$ cat config.mk
export PLATFORM = sky130hd
export DESIGN_NAME = servo_array_ctrl_flat
export DESIGN_NICKNAME = d
export VERILOG_FILES = /design/src/rtl/servo_pkg.sv /design/src/rtl/servo_if.sv /design/src/rtl/servo_channel.sv /design/src/rtl/servo_array_ctrl.sv /design/src/flat_wrapper.sv
export SDC_FILE = /design/constraint.sdc
export NUM_CORES = 1
export LEC_CHECK = 0
export BUFFER_PORTS_ARGS = -buffer_cell sky130_fd_sc_hd__buf_2
export CORE_UTILIZATION = 65
export CTS_CLUSTER_SIZE = 10
export DETAILED_ROUTE_END_ITERATION = 8
export PLACE_DENSITY = 0.82
export SYNTH_ARGS = -nofsm -noshare
export SYNTH_HDL_FRONTEND = slang
export SYNTH_SLANG_ARGS = --single-unit
$ cat constraint.sdc
create_clock -name clk_i -period 5.5 [get_ports clk_i]
set_clock_uncertainty 0.2 [all_clocks]
set_input_delay 0.275 -clock clk_i [delete_from_list [all_inputs] [get_ports clk_i]]
set_output_delay 0.275 -clock clk_i [all_outputs]
set_load 0.01 [all_outputs]
$ cat src/rtl/servo_pkg.sv
// Shared definitions for the servo array controller: address/control bit positions and
// receive FSM states.
package servo_pkg;

  localparam int unsigned ADDR_CTRL_BIT = 7;

  localparam int unsigned CTL_EN      = 0;
  localparam int unsigned CTL_INV     = 1;
  localparam int unsigned CTL_RATE_HI = 7;
  localparam int unsigned CTL_RATE_LO = 4;

  typedef enum logic [0:0] {
    S_ADDR = 1'b0,
    S_DATA = 1'b1
  } rx_state_e;

  // Data bytes needed to carry one position value.
  function automatic int unsigned data_bytes(int unsigned pos_w);
    return (pos_w + 7) / 8;
  endfunction

endpackage

$ cat src/rtl/servo_if.sv
// Byte stream from the SPI slave into the servo controller.
interface servo_if;
  logic       frame;
  logic       byte_valid;
  logic [7:0] data;

  modport master (output frame, byte_valid, data);
  modport slave  (input  frame, byte_valid, data);
endinterface

$ cat src/rtl/servo_channel.sv
// One servo channel: shadow/active position, control register, optional slew ramp and PWM
// comparator. The slew ramp is built only when SERVO_RAMP_EN is defined.
module servo_channel
  import servo_pkg::*;
#(
  parameter int unsigned POS_W     = 8,
  parameter int unsigned CNT_W     = 15,
  parameter int unsigned MIN_TICKS = 1000,
  parameter int unsigned LSB_TICKS = 4
) (
  input  logic             clk_i,
  input  logic             rst,
  input  logic             pos_we_i,
  input  logic             ctl_we_i,
  input  logic [POS_W-1:0] pos_wdata_i,
  input  logic [7:0]       ctl_wdata_i,
  input  logic             boundary_i,
  input  logic [CNT_W-1:0] frame_cnt_i,
  output logic             pwm_o
);

  logic [POS_W-1:0] shadow_q;
  logic [POS_W-1:0] active_q;
  logic [POS_W-1:0] active_d;
  logic [7:0]       ctl_q;
  logic             pwm_q;
  logic [31:0]      width;
  logic             unused_ctl;

`ifdef SERVO_RAMP_EN
  logic [POS_W+3:0] step;
  logic [POS_W-1:0] dist;

  always_comb begin
    // rate << (POS_W-4), written so that narrow POS_W never needs a negative shift
    step     = ({{POS_W{1'b0}}, ctl_q[CTL_RATE_HI:CTL_RATE_LO]} << POS_W) >> 4;
    dist     = (shadow_q >= active_q) ? (shadow_q - active_q) : (active_q - shadow_q);
    active_d = shadow_q;
    if (step != '0 && {4'b0000, dist} > step) begin
      if (shadow_q > active_q) begin
        active_d = active_q + step[POS_W-1:0];
      end else begin
        active_d = active_q - step[POS_W-1:0];
      end
    end
  end

  assign unused_ctl = ^ctl_q[3:2];
`else
  assign active_d   = shadow_q;
  assign unused_ctl = ^{ctl_q[7:4], ctl_q[3:2]};
`endif

  assign width = 32'(MIN_TICKS) + 32'(active_q) * 32'(LSB_TICKS);

  always_ff @(posedge clk_i) begin
    if (rst) begin
      shadow_q <= '0;
      active_q <= '0;
      ctl_q    <= '0;
      pwm_q    <= 1'b0;
    end else begin
      if (pos_we_i) shadow_q <= pos_wdata_i;
      if (ctl_we_i) ctl_q <= ctl_wdata_i;
      // A shadow write landing on the boundary cycle is picked up one frame later.
      if (boundary_i) active_q <= active_d;
      pwm_q <= ctl_q[CTL_EN] & ((32'(frame_cnt_i) < width) ^ ctl_q[CTL_INV]);
    end
  end

  assign pwm_o = pwm_q;

endmodule

$ cat src/rtl/servo_array_ctrl.sv
// N-channel servo PWM controller fed by the SPI slave byte stream. Holds the receive FSM,
// prescaler, frame counter and address decode. Optional slew ramp: SERVO_RAMP_EN.
module servo_array_ctrl
  import servo_pkg::*;
#(
  parameter int unsigned CHANNELS    = 8,
  parameter int unsigned POS_W       = 8,
  parameter int unsigned PRESCALE    = 16,
  parameter int unsigned FRAME_TICKS = 20000,
  parameter int unsigned MIN_TICKS   = 1000,
  parameter int unsigned LSB_TICKS   = 4
) (
  input  logic                clk_i,
  input  logic                rst,
  servo_if.slave              spi,
  output logic [CHANNELS-1:0] pwm_o,
  output logic                frame_sync_o,
  output logic                err_o
);

  localparam int unsigned DBYTES = data_bytes(POS_W);
  localparam int unsigned ACC_W  = DBYTES * 8;
  localparam int unsigned PRE_W  = (PRESCALE > 1) ? $clog2(PRESCALE) : 1;
  localparam int unsigned CNT_W  = (FRAME_TICKS > 1) ? $clog2(FRAME_TICKS) : 1;
  localparam int unsigned BCNT_W = (DBYTES > 1) ? $clog2(DBYTES) : 1;

  if (CHANNELS < 1 || CHANNELS > 128 || POS_W < 1 || POS_W > 16 || PRESCALE < 1 ||
      64'(MIN_TICKS) + ((64'd1 << POS_W) - 64'd1) * 64'(LSB_TICKS) >= 64'(FRAME_TICKS))
  begin : g_bad_cfg
    $error("servo_array_ctrl: parameters out of range or pulse can exceed the frame");
  end

  // Prescaler and frame counter
  logic [PRE_W-1:0] presc_q;
  logic [CNT_W-1:0] frame_cnt_q;
  logic             frame_sync_q;
  logic             tick;
  logic             boundary;

  assign tick     = (presc_q == PRE_W'(PRESCALE - 1));
  assign boundary = tick && (frame_cnt_q == CNT_W'(FRAME_TICKS - 1));

  always_ff @(posedge clk_i) begin
    if (rst) begin
      presc_q      <= '0;
      frame_cnt_q  <= '0;
      frame_sync_q <= 1'b0;
    end else begin
      presc_q <= tick ? '0 : presc_q + 1'b1;
      if (tick) begin
        frame_cnt_q <= (frame_cnt_q == CNT_W'(FRAME_TICKS - 1)) ? '0 : frame_cnt_q + 1'b1;
      end
      frame_sync_q <= boundary;
    end
  end

  // Receive FSM and decode
  rx_state_e         state_q;
  logic [7:0]        addr_q;
  logic [BCNT_W-1:0] bcnt_q;
  logic [ACC_W-1:0]  acc_q;
  logic              err_q;

  logic              rx_byte;
  logic              is_ctl;
  logic              in_range;
  logic              last_byte;
  logic              commit;
  logic [6:0]        chan;
  logic [ACC_W+7:0]  cat;
  logic [POS_W-1:0]  pos_wdata;
  logic [CHANNELS-1:0] pos_we;
  logic [CHANNELS-1:0] ctl_we;
  logic              unused_cat;

  always_comb begin
    rx_byte   = spi.frame & spi.byte_valid;
    is_ctl    = addr_q[ADDR_CTRL_BIT];
    chan      = addr_q[6:0];
    in_range  = (32'(chan) < CHANNELS);
    last_byte = is_ctl || (bcnt_q == BCNT_W'(DBYTES - 1));
    commit    = rx_byte && (state_q == S_DATA) && last_byte;
    // Earlier bytes sit in acc_q; the current byte completes the value in place.
    cat       = {acc_q, spi.data};
  end

  assign pos_wdata  = cat[POS_W-1:0];
  assign unused_cat = ^cat[ACC_W+7:POS_W];

  always_comb begin
    pos_we = '0;
    ctl_we = '0;
    for (int unsigned i = 0; i < CHANNELS; i++) begin
      pos_we[i] = commit && !is_ctl && (32'(chan) == i);
      ctl_we[i] = commit && is_ctl && (32'(chan) == i);
    end
  end

  always_ff @(posedge clk_i) begin
    if (rst) begin
      state_q <= S_ADDR;
      addr_q  <= '0;
      bcnt_q  <= '0;
      acc_q   <= '0;
      err_q   <= 1'b0;
    end else if (!spi.frame) begin
      state_q <= S_ADDR;
      bcnt_q  <= '0;
    end else if (spi.byte_valid) begin
      unique case (state_q)
        S_ADDR: begin
          addr_q  <= spi.data;
          bcnt_q  <= '0;
          state_q <= S_DATA;
        end
        S_DATA: begin
          acc_q  <= cat[ACC_W-1:0];
          bcnt_q <= bcnt_q + 1'b1;
          if (last_byte) begin
            state_q <= S_ADDR;
            if (!in_range) err_q <= 1'b1;
          end
        end
        default: state_q <= S_ADDR;
      endcase
    end
  end

  assign frame_sync_o = frame_sync_q;
  assign err_o        = err_q;

  for (genvar i = 0; i < CHANNELS; i++) begin : g_chan
    servo_channel #(
      .POS_W     (POS_W),
      .CNT_W     (CNT_W),
      .MIN_TICKS (MIN_TICKS),
      .LSB_TICKS (LSB_TICKS)
    ) u_chan (
      .clk_i       (clk_i),
      .rst         (rst),
      .pos_we_i    (pos_we[i]),
      .ctl_we_i    (ctl_we[i]),
      .pos_wdata_i (pos_wdata),
      .ctl_wdata_i (spi.data),
      .boundary_i  (boundary),
      .frame_cnt_i (frame_cnt_q),
      .pwm_o       (pwm_o[i])
    );
  end

endmodule
$ cat src/flat_wrapper.sv
// flat-port wrapper written by rule: the top's interface ports become plain ports
module servo_array_ctrl_flat import servo_pkg::*;
#(
  parameter int unsigned CHANNELS    = 8,
  parameter int unsigned POS_W       = 8,
  parameter int unsigned PRESCALE    = 16,
  parameter int unsigned FRAME_TICKS = 20000,
  parameter int unsigned MIN_TICKS   = 1000,
  parameter int unsigned LSB_TICKS   = 4
)
  (clk_i, rst, pwm_o, frame_sync_o, err_o, spi_frame, spi_byte_valid, spi_data);
  servo_if spi_i ();
  input  logic clk_i;
  input  logic rst;
  output logic [CHANNELS-1:0] pwm_o;
  output logic frame_sync_o;
  output logic err_o;
  input wire logic [$bits(spi_i.frame)-1:0] spi_frame;
  input wire logic [$bits(spi_i.byte_valid)-1:0] spi_byte_valid;
  input wire logic [$bits(spi_i.data)-1:0] spi_data;
  assign spi_i.frame = spi_frame;
  assign spi_i.byte_valid = spi_byte_valid;
  assign spi_i.data = spi_data;
  servo_array_ctrl #(.CHANNELS(CHANNELS), .POS_W(POS_W), .PRESCALE(PRESCALE), .FRAME_TICKS(FRAME_TICKS), .MIN_TICKS(MIN_TICKS), .LSB_TICKS(LSB_TICKS)) u_core (.clk_i(clk_i), .rst(rst), .spi(spi_i), .pwm_o(pwm_o), .frame_sync_o(frame_sync_o), .err_o(err_o));
endmodule
==> out/metrics.csv, run 1 <==
metric,value,unit
p_total,2.748,mW
nets,988,
syn_inst,900,
worstPathRequired,5.67,ns
drv_cap,0,
numCtsBuffers,17,
synth-edff-count,0,
ys_ff_latch,183,
drive_gt1_share,8.306,%
reg2reg_depth,8,
grt_max_degree,66,
viasPerCell,6.322,
grt_pass1_wl,35.18,mm
cp_common_cell,a211o_1,
endpoint_kind,flip-flop,
fp.dieArea,14580,µm²
crit_family,compound AO/OA/AOI/OAI gates,
drt-wirelength-per-cell,19.77,µm
r2r-end,u_core.g_chan[2].u_chan.pwm_o,
grt_pass1_vias,7142,
regToRegStartpoint,u_core.g_chan[2].u_chan.active_q[3],
swShare,21.62,%
synth.distinct_cells,50,
cts_setup_buffers,0,
clk_path_buf_depth,2,
setup_ws,2.737,ns
overflow,0,
area_delta_synth_final,9.570,%
period_minus_slack,2.763,ns
hold_violations,0,
antenna_found_initial,0,
antennaDiodeCount,0,
rrSetupSlack,2.74,ns
worstSetupEndpoint,u_core.g_chan[2].u_chan.pwm_o,
port_buffers,21,
power.switching,594.2,µW
status,"finished, final reports clean",
yosys_warnings,0,
ant_nets,0,
tns,0,ns
yosys.area.top_type_share,39.97,%
crit_path_start_kind,flip-flop,
yosys-top-cells-count,"dfxtp_1 (183), nand2b_1 (95), mux2i_1 (91), ha_1 (74), a22o_1 (64)",
die_height,120.7,µm
cts_tree,done,
syn_area,9165,µm²
die_width,120.7,µm
cp_max_fo,5,
root_buffer,clkbuf_16,
yosysSeqAreaShare,39.97,%
vias,6923,
path_depth,8,
period_share,50.23,%
setup_viol,0,
p_int,2.154,mW
yosysTopAreaCell,dfxtp_1,
slowest_stage,or3_1,
path_clk_slew,0.07,ns
ys.flop_type,dfxtp_1,
htreeDepth,4,
critPathKind,flip-flop to flip-flop,
initial_core_util,66.28,%
max_freq,0.3620,GHz
coreArea,13830,µm²
drc,0,
rows,43,
design_area,10040,µm²
cp.arrival,2.94,ns
syn_area_per_cell,10.18,µm²
critical_path.max_stage_delay,0.40,ns
async_reset_ff_share,0,%
placed_area,9289,µm²
ios,22,
startpoint,u_core.g_chan[2].u_chan.active_q[3],
power_frac_comb,3.1,%
hpwl,14.36,mm
drtIter0Drc,463,
clk_latency,0.44,ns
crit_chain,"or3_1, a21oi_1, xnor2_1, ha_1, a211o_1, a211o_1, a211oi_1, mux2i_1",
post-place-ws,2.768,ns
slew_headroom,34.42,%
ir_drop,335.5,µV
clockPowerShare,48.2,%
worst_pin_slew,0.9837,ns
first_pass_iters,5,
wl,21.65,mm
critPathBufInv,0,
rsz0062_at_grt,false,
hold_path_class,primary input to flip-flop,
syn_nets,986,
track_usage,31.42,%
yosysMostFrequentCell,dfxtp_1,
fillCellCount,936,
pwr-share-seq,48.7,%
synth_area_leaders,"dfxtp_1 (40%), ha_1 (10%), mux2i_1 (9.9%), nand2b_1 (6.5%), a22o_1 (6.1%)",
maxSlewViolCount,0,
leakagePower,4.750,nW
gp_congestion,0.8784,
p_per_area,273.7,nW/µm²
clock_sinks,183,
-- worst min path at each step --
stage,from,endpoint,slack [ns],cells past startpoint
after global placement,u_core.g_chan[5].u_chan.active_d[4],u_core.g_chan[5].u_chan.active_q[4],0.25,1
after floorplan,spi_data[0],u_core.addr_q[0],0.22,2
after global routing,rst,u_core.addr_q[1],0.11,2
after detailed placement,u_core.g_chan[5].u_chan.active_d[3],u_core.g_chan[5].u_chan.active_q[3],0.25,1
after CTS,rst,u_core.addr_q[1],0.07,2
final,rst,u_core.addr_q[1],0.1,2
-- per-stage QoR --
step           util [%]  hold slack, ns  instances
2_1_floorplan         -          0.2189        900
3_3_place_gp      67.18          0.2486       1052
3_5_place_dp      67.18          0.2540       1052
4_1_cts           72.63         0.07267       1095
5_1_grt           72.63          0.1124       1095
6_report          72.63         0.09550       1095
-- routing by layer --
metal  vias to the layer above  wire length, µm  global-route usage [%]
met2                       233            10690                   53.81
li1                       3288                -                       -
met3                        78             1113                   6.981
met5                         -                0                       0
met1                      3324             8951                   36.57
met4                         0              887                   16.59
-- logic make-up (layout without fill, tap and decap cells) --
group | count (synthesis) | in the layout | synth area share (%)
AO/OA/AOI/OAI | 154 | 154 | 12.97
XOR/XNOR | 51 | 51 | 4.874
adder cells (fa/ha/maj) | 74 | 74 | 10.10
buffers and inverters | 66 | 81 | 3.208
flip-flops | 183 | 183 | 39.97
multiplexers | 92 | 92 | 10.06
AND/OR/NAND/NOR | 280 | 280 | 18.81
-- power by group through the flow --
stage | clock network (mW) | registers [mW] | logic (mW)
floorplan | 0 | 1.36 | 0.0577
global placement | 0 | 1.37 | 0.0761
detailed placement | 0 | 1.37 | 0.0793
CTS | 1.33 | 1.34 | 0.0850
global route | 1.39 | 1.34 | 0.0913
finish | 1.32 | 1.34 | 0.0862
-- flip-flops by register name, summed over array words and instances (netlist names), 4 cells and up --
signal	cells
u_core.addr_q	8
u_core.frame_cnt_q	15
u_core.g_chan.u_chan.active_d	64
u_core.g_chan.u_chan.active_q	64
u_core.g_chan.u_chan.ctl_q	16
u_core.g_chan.u_chan.pwm_o	8
u_core.presc_q	4
-- layout by cell type (no fill, tap or decap), types with 14 or more instances in the layout --
master     count
buf_2         21
a21oi_1       26
nor3_1        16
nand4_1       18
a22o_1        64
xnor2_1       37
clkbuf_16     17
dfxtp_1      183
mux2i_1       91
xor2_1        14
nand2_1       14
nor2_1        35
ha_1          74
nand2b_1      95
-- worst reg2reg max path, delay by kind of cell (launching register included) --
| family | cells | cell delay [ns] |
|---|---|---|
| XOR/XNOR | 1 | 0.17 |
| multiplexers | 1 | 0.22 |
| AO/OA/AOI/OAI | 4 | 1.07 |
| AND/OR/NAND/NOR | 1 | 0.40 |
| adder cells (fa/ha/maj) | 1 | 0.28 |
| flip-flops | 1 | 0.36 |
-- cell type report --
class                      count  area [µm²]  share of cell area, %
clock buffer                  19       452.9                  4.510
multi-input combinational    651        5213                  51.91
sequential                   183        3664                  36.48
clock inverter                13       190.2                  1.894
timing repair buffer          37       252.7                  2.517
inverter                      12       45.04                 0.4485
tap                          180       225.2                  2.243
-- what timing repair did --
item | 4_1_cts | 5_1_grt
hold endpoints to repair | 10 | 0
hold buffers | 11 | 0
endpoints found under the setup margin | 0 | 0
resized for setup | 0 | 0
No activity file was read; power rests on OpenSTA's default activity.
==> inputs of run 2 (changes only) <==
--- a/config.mk
+++ b/config.mk
@@ -6,10 +6,10 @@
 export NUM_CORES = 1
 export LEC_CHECK = 0
 export BUFFER_PORTS_ARGS = -buffer_cell sky130_fd_sc_hd__buf_2
-export CORE_UTILIZATION = 65
+export CORE_UTILIZATION = 57
 export CTS_CLUSTER_SIZE = 10
 export DETAILED_ROUTE_END_ITERATION = 8
-export PLACE_DENSITY = 0.82
+export PLACE_DENSITY = 0.77
 export SYNTH_ARGS = -nofsm -noshare
 export SYNTH_HDL_FRONTEND = slang
 export SYNTH_SLANG_ARGS = --single-unit
==> constraint.sdc (replaced) <==
create_clock -name clk_i -period 2.2 [get_ports clk_i]
set_clock_uncertainty 0.2 [all_clocks]
set_input_delay 0.11 -clock clk_i [delete_from_list [all_inputs] [get_ports clk_i]]
set_output_delay 0.11 -clock clk_i [all_outputs]
set_load 0.01 [all_outputs]
==> run 2 against run 1 <==
  * The flow now finishes with violations (setup timing)
  * Global-route usage shrank 3.1 points
  * Via count rose by 4.9%
  * Flip-flop and latch count unchanged
  * Clock power up 120%
  * Combinational power grew to 3.1 times the previous value
  * Sequential share of layout area down 4.0 points
  * Non-clock buffer count grew 108
  * Clock-buffer cell count fell by 2
  * Utilization increased by 0.58 points
  * Cell area increased by 12%
  * Critical path depth did not move
  * Worst setup slack worse by 3.0 ns
  * Critical endpoint is now u_core.g_chan[3].u_chan.pwm_o
==> out/metrics.csv, run 2 (synthesized netlist as in run 1, its figures left out) <==
metric,value,unit
status,"complete, but fails checks",
violations,setup timing,
drv_cap,0,
worstPathRequired,2.37,ns
leakagePower,5.413,nW
layoutNonFillerInstCount,1234,
die_height,128.8,µm
coreArea,15430,µm²
period_minus_slack,2.512,ns
critPathKind,flip-flop to flip-flop,
area_delta_synth_final,23.24,%
fp.dieArea,16590,µm²
antenna_found_initial,0,
worst_pin_slew,0.5559,ns
power.switching,1.585,mW
p_int,4.942,mW
initial_core_util,59.41,%
crit_path_start_kind,flip-flop,
rsz0062_at_grt,true,
vias,7261,
startpoint,u_core.g_chan[3].u_chan.active_q[5],
wl,23.16,mm
cts_tree,done,
period_share,114.2,%
place_inst,1184,
drtIter0Drc,510,
layout_commonest_cell,dfxtp_1,
endpoint_kind,flip-flop,
design_area,11290,µm²
ir_drop,578.8,µV
antennaDiodeCount,0,
hold_violations,0,
pwr-share-seq,51.2,%
clk_path_buf_depth,2,
gp_congestion,0.8608,
root_buffer,clkbuf_16,
viasPerCell,5.884,
slew_headroom,62.83,%
tns,-1.715,ns
die_width,128.8,µm
placed_area,10300,µm²
cp_max_fo,4,
htreeDepth,4,
p_per_area,577.8,nW/µm²
drt-wirelength-per-cell,18.77,µm
first_pass_iters,5,
multiInputGateArea,5512,µm²
clock_sinks,183,
track_usage,28.28,%
drc,0,
grt_pass1_vias,6965,
drive_gt1_share,22.29,%
hold_slack,0.2677,ns
grt_max_degree,45,
holdCritStartpoint,spi_data[7],
ff_latch_area,3672,µm²
setup_viol,8,
overflow,0,
ios,22,
fillCellCount,1082,
port_buffers,21,
path_clk_slew,0.07,ns
grt_pass1_wl,35.55,mm
clk_latency,0.44,ns
hpwl,15.26,mm
clockPowerShare,44.7,%
layout_common_cells,"dfxtp_1 (176), nand2b_1 (95), buf_4 (95)",
max_freq,0.3981,GHz
maxSlewViolCount,0,
numCtsBuffers,17,
cp.arrival,2.68,ns
regToRegStartpoint,u_core.g_chan[3].u_chan.active_q[5],
swShare,24.28,%
nets,1096,
rows,45,
power_frac_comb,4.1,%
setup_ws,-0.3121,ns
ant_nets,0,
hold_path_class,primary input to flip-flop,
==> run 2: changes by cell type in the layout (fill, tap and decap cells not counted), sizes merged <==
cell / previous run / this run
clkbuf: 19 / 18
dlygate4sd3: 11 / 15
buf: 26 / 129
inv: 16 / 19
bufinv: 4 / 0
clkinv: 4 / 7
==> run 2: worst paths after layout <==
path / end / slack [ns] / cells after the start
worst min register to register: u_core.g_chan[7].u_chan.active_q[4] / 0.27 / 1
worst min-delay path: u_core.addr_q[7] / 0.27 / 4
worst max register to register: u_core.g_chan[3].u_chan.pwm_o / -0.31 / 8
worst max-delay path: u_core.g_chan[3].u_chan.pwm_o / -0.31 / 8
==> run 2: timing repair <==
| action | CTS | global route |
|---|---|---|
| endpoints found under the hold margin | 44 | 0 |
| hold buffers | 15 | 0 |
| setup buffers | 1 | 1 |
| resized for setup | 19 | 28 |
| pin swaps | 16 | 16 |
| endpoints found under the setup margin | 8 | 72 |
| cloned | 0 | 1 |
==> run 2: final cells by class <==
class	instances	area share, %
clock buffers	17	3.766
clock inverters	15	1.241
inverters	12	0.3988
multi-input cells	651	48.80
flip-flops and latches	183	32.51
well taps	211	2.337
repair buffers	145	10.94
==> run 2: critical path: stages (launching register included) <==
cell,delay [ns]
dfxtp_2,0.34
or4_4,0.54
nor2_2,0.10
xnor2_1,0.12
ha_1,0.26
o21a_1,0.18
a211o_1,0.31
a211oi_2,0.19
mux2i_1,0.20
==> run 2: metal layers <==
metal / vias up / wire, µm / global-route usage [%]
met4: 0 / 645 / 10.52
met3: 53 / 991 / 5.114
met1: 3495 / 10140 / 35.91
met2: 211 / 11390 / 47.89
met5: - / 0 / 0
li1: 3502 / - / -
==> run 2: per-stage QoR <==
| step | worst slack (ns) | util [%] | power, mW |
|---|---|---|---|
| global placement | -0.2591 | 66.77 | 3.653 |
| global route | -0.4137 | 73.21 | 6.734 |
| CTS | -0.2950 | 72.02 | 6.554 |
| finish | -0.3121 | 73.21 | 6.527 |
| detailed placement | -0.3151 | 66.77 | 3.656 |
| floorplan | -0.2400 | - | 3.556 |
==> run 2: power groups by stage <==
stage / combinational (mW) / sequential, mW / clock (mW)
3_5_place_dp: 0.239 / 3.42 / 0
4_1_cts: 0.260 / 3.34 / 2.95
5_1_grt: 0.280 / 3.34 / 3.11
3_3_place_gp: 0.237 / 3.42 / 0
2_1_floorplan: 0.144 / 3.41 / 0
6_report: 0.266 / 3.34 / 2.92
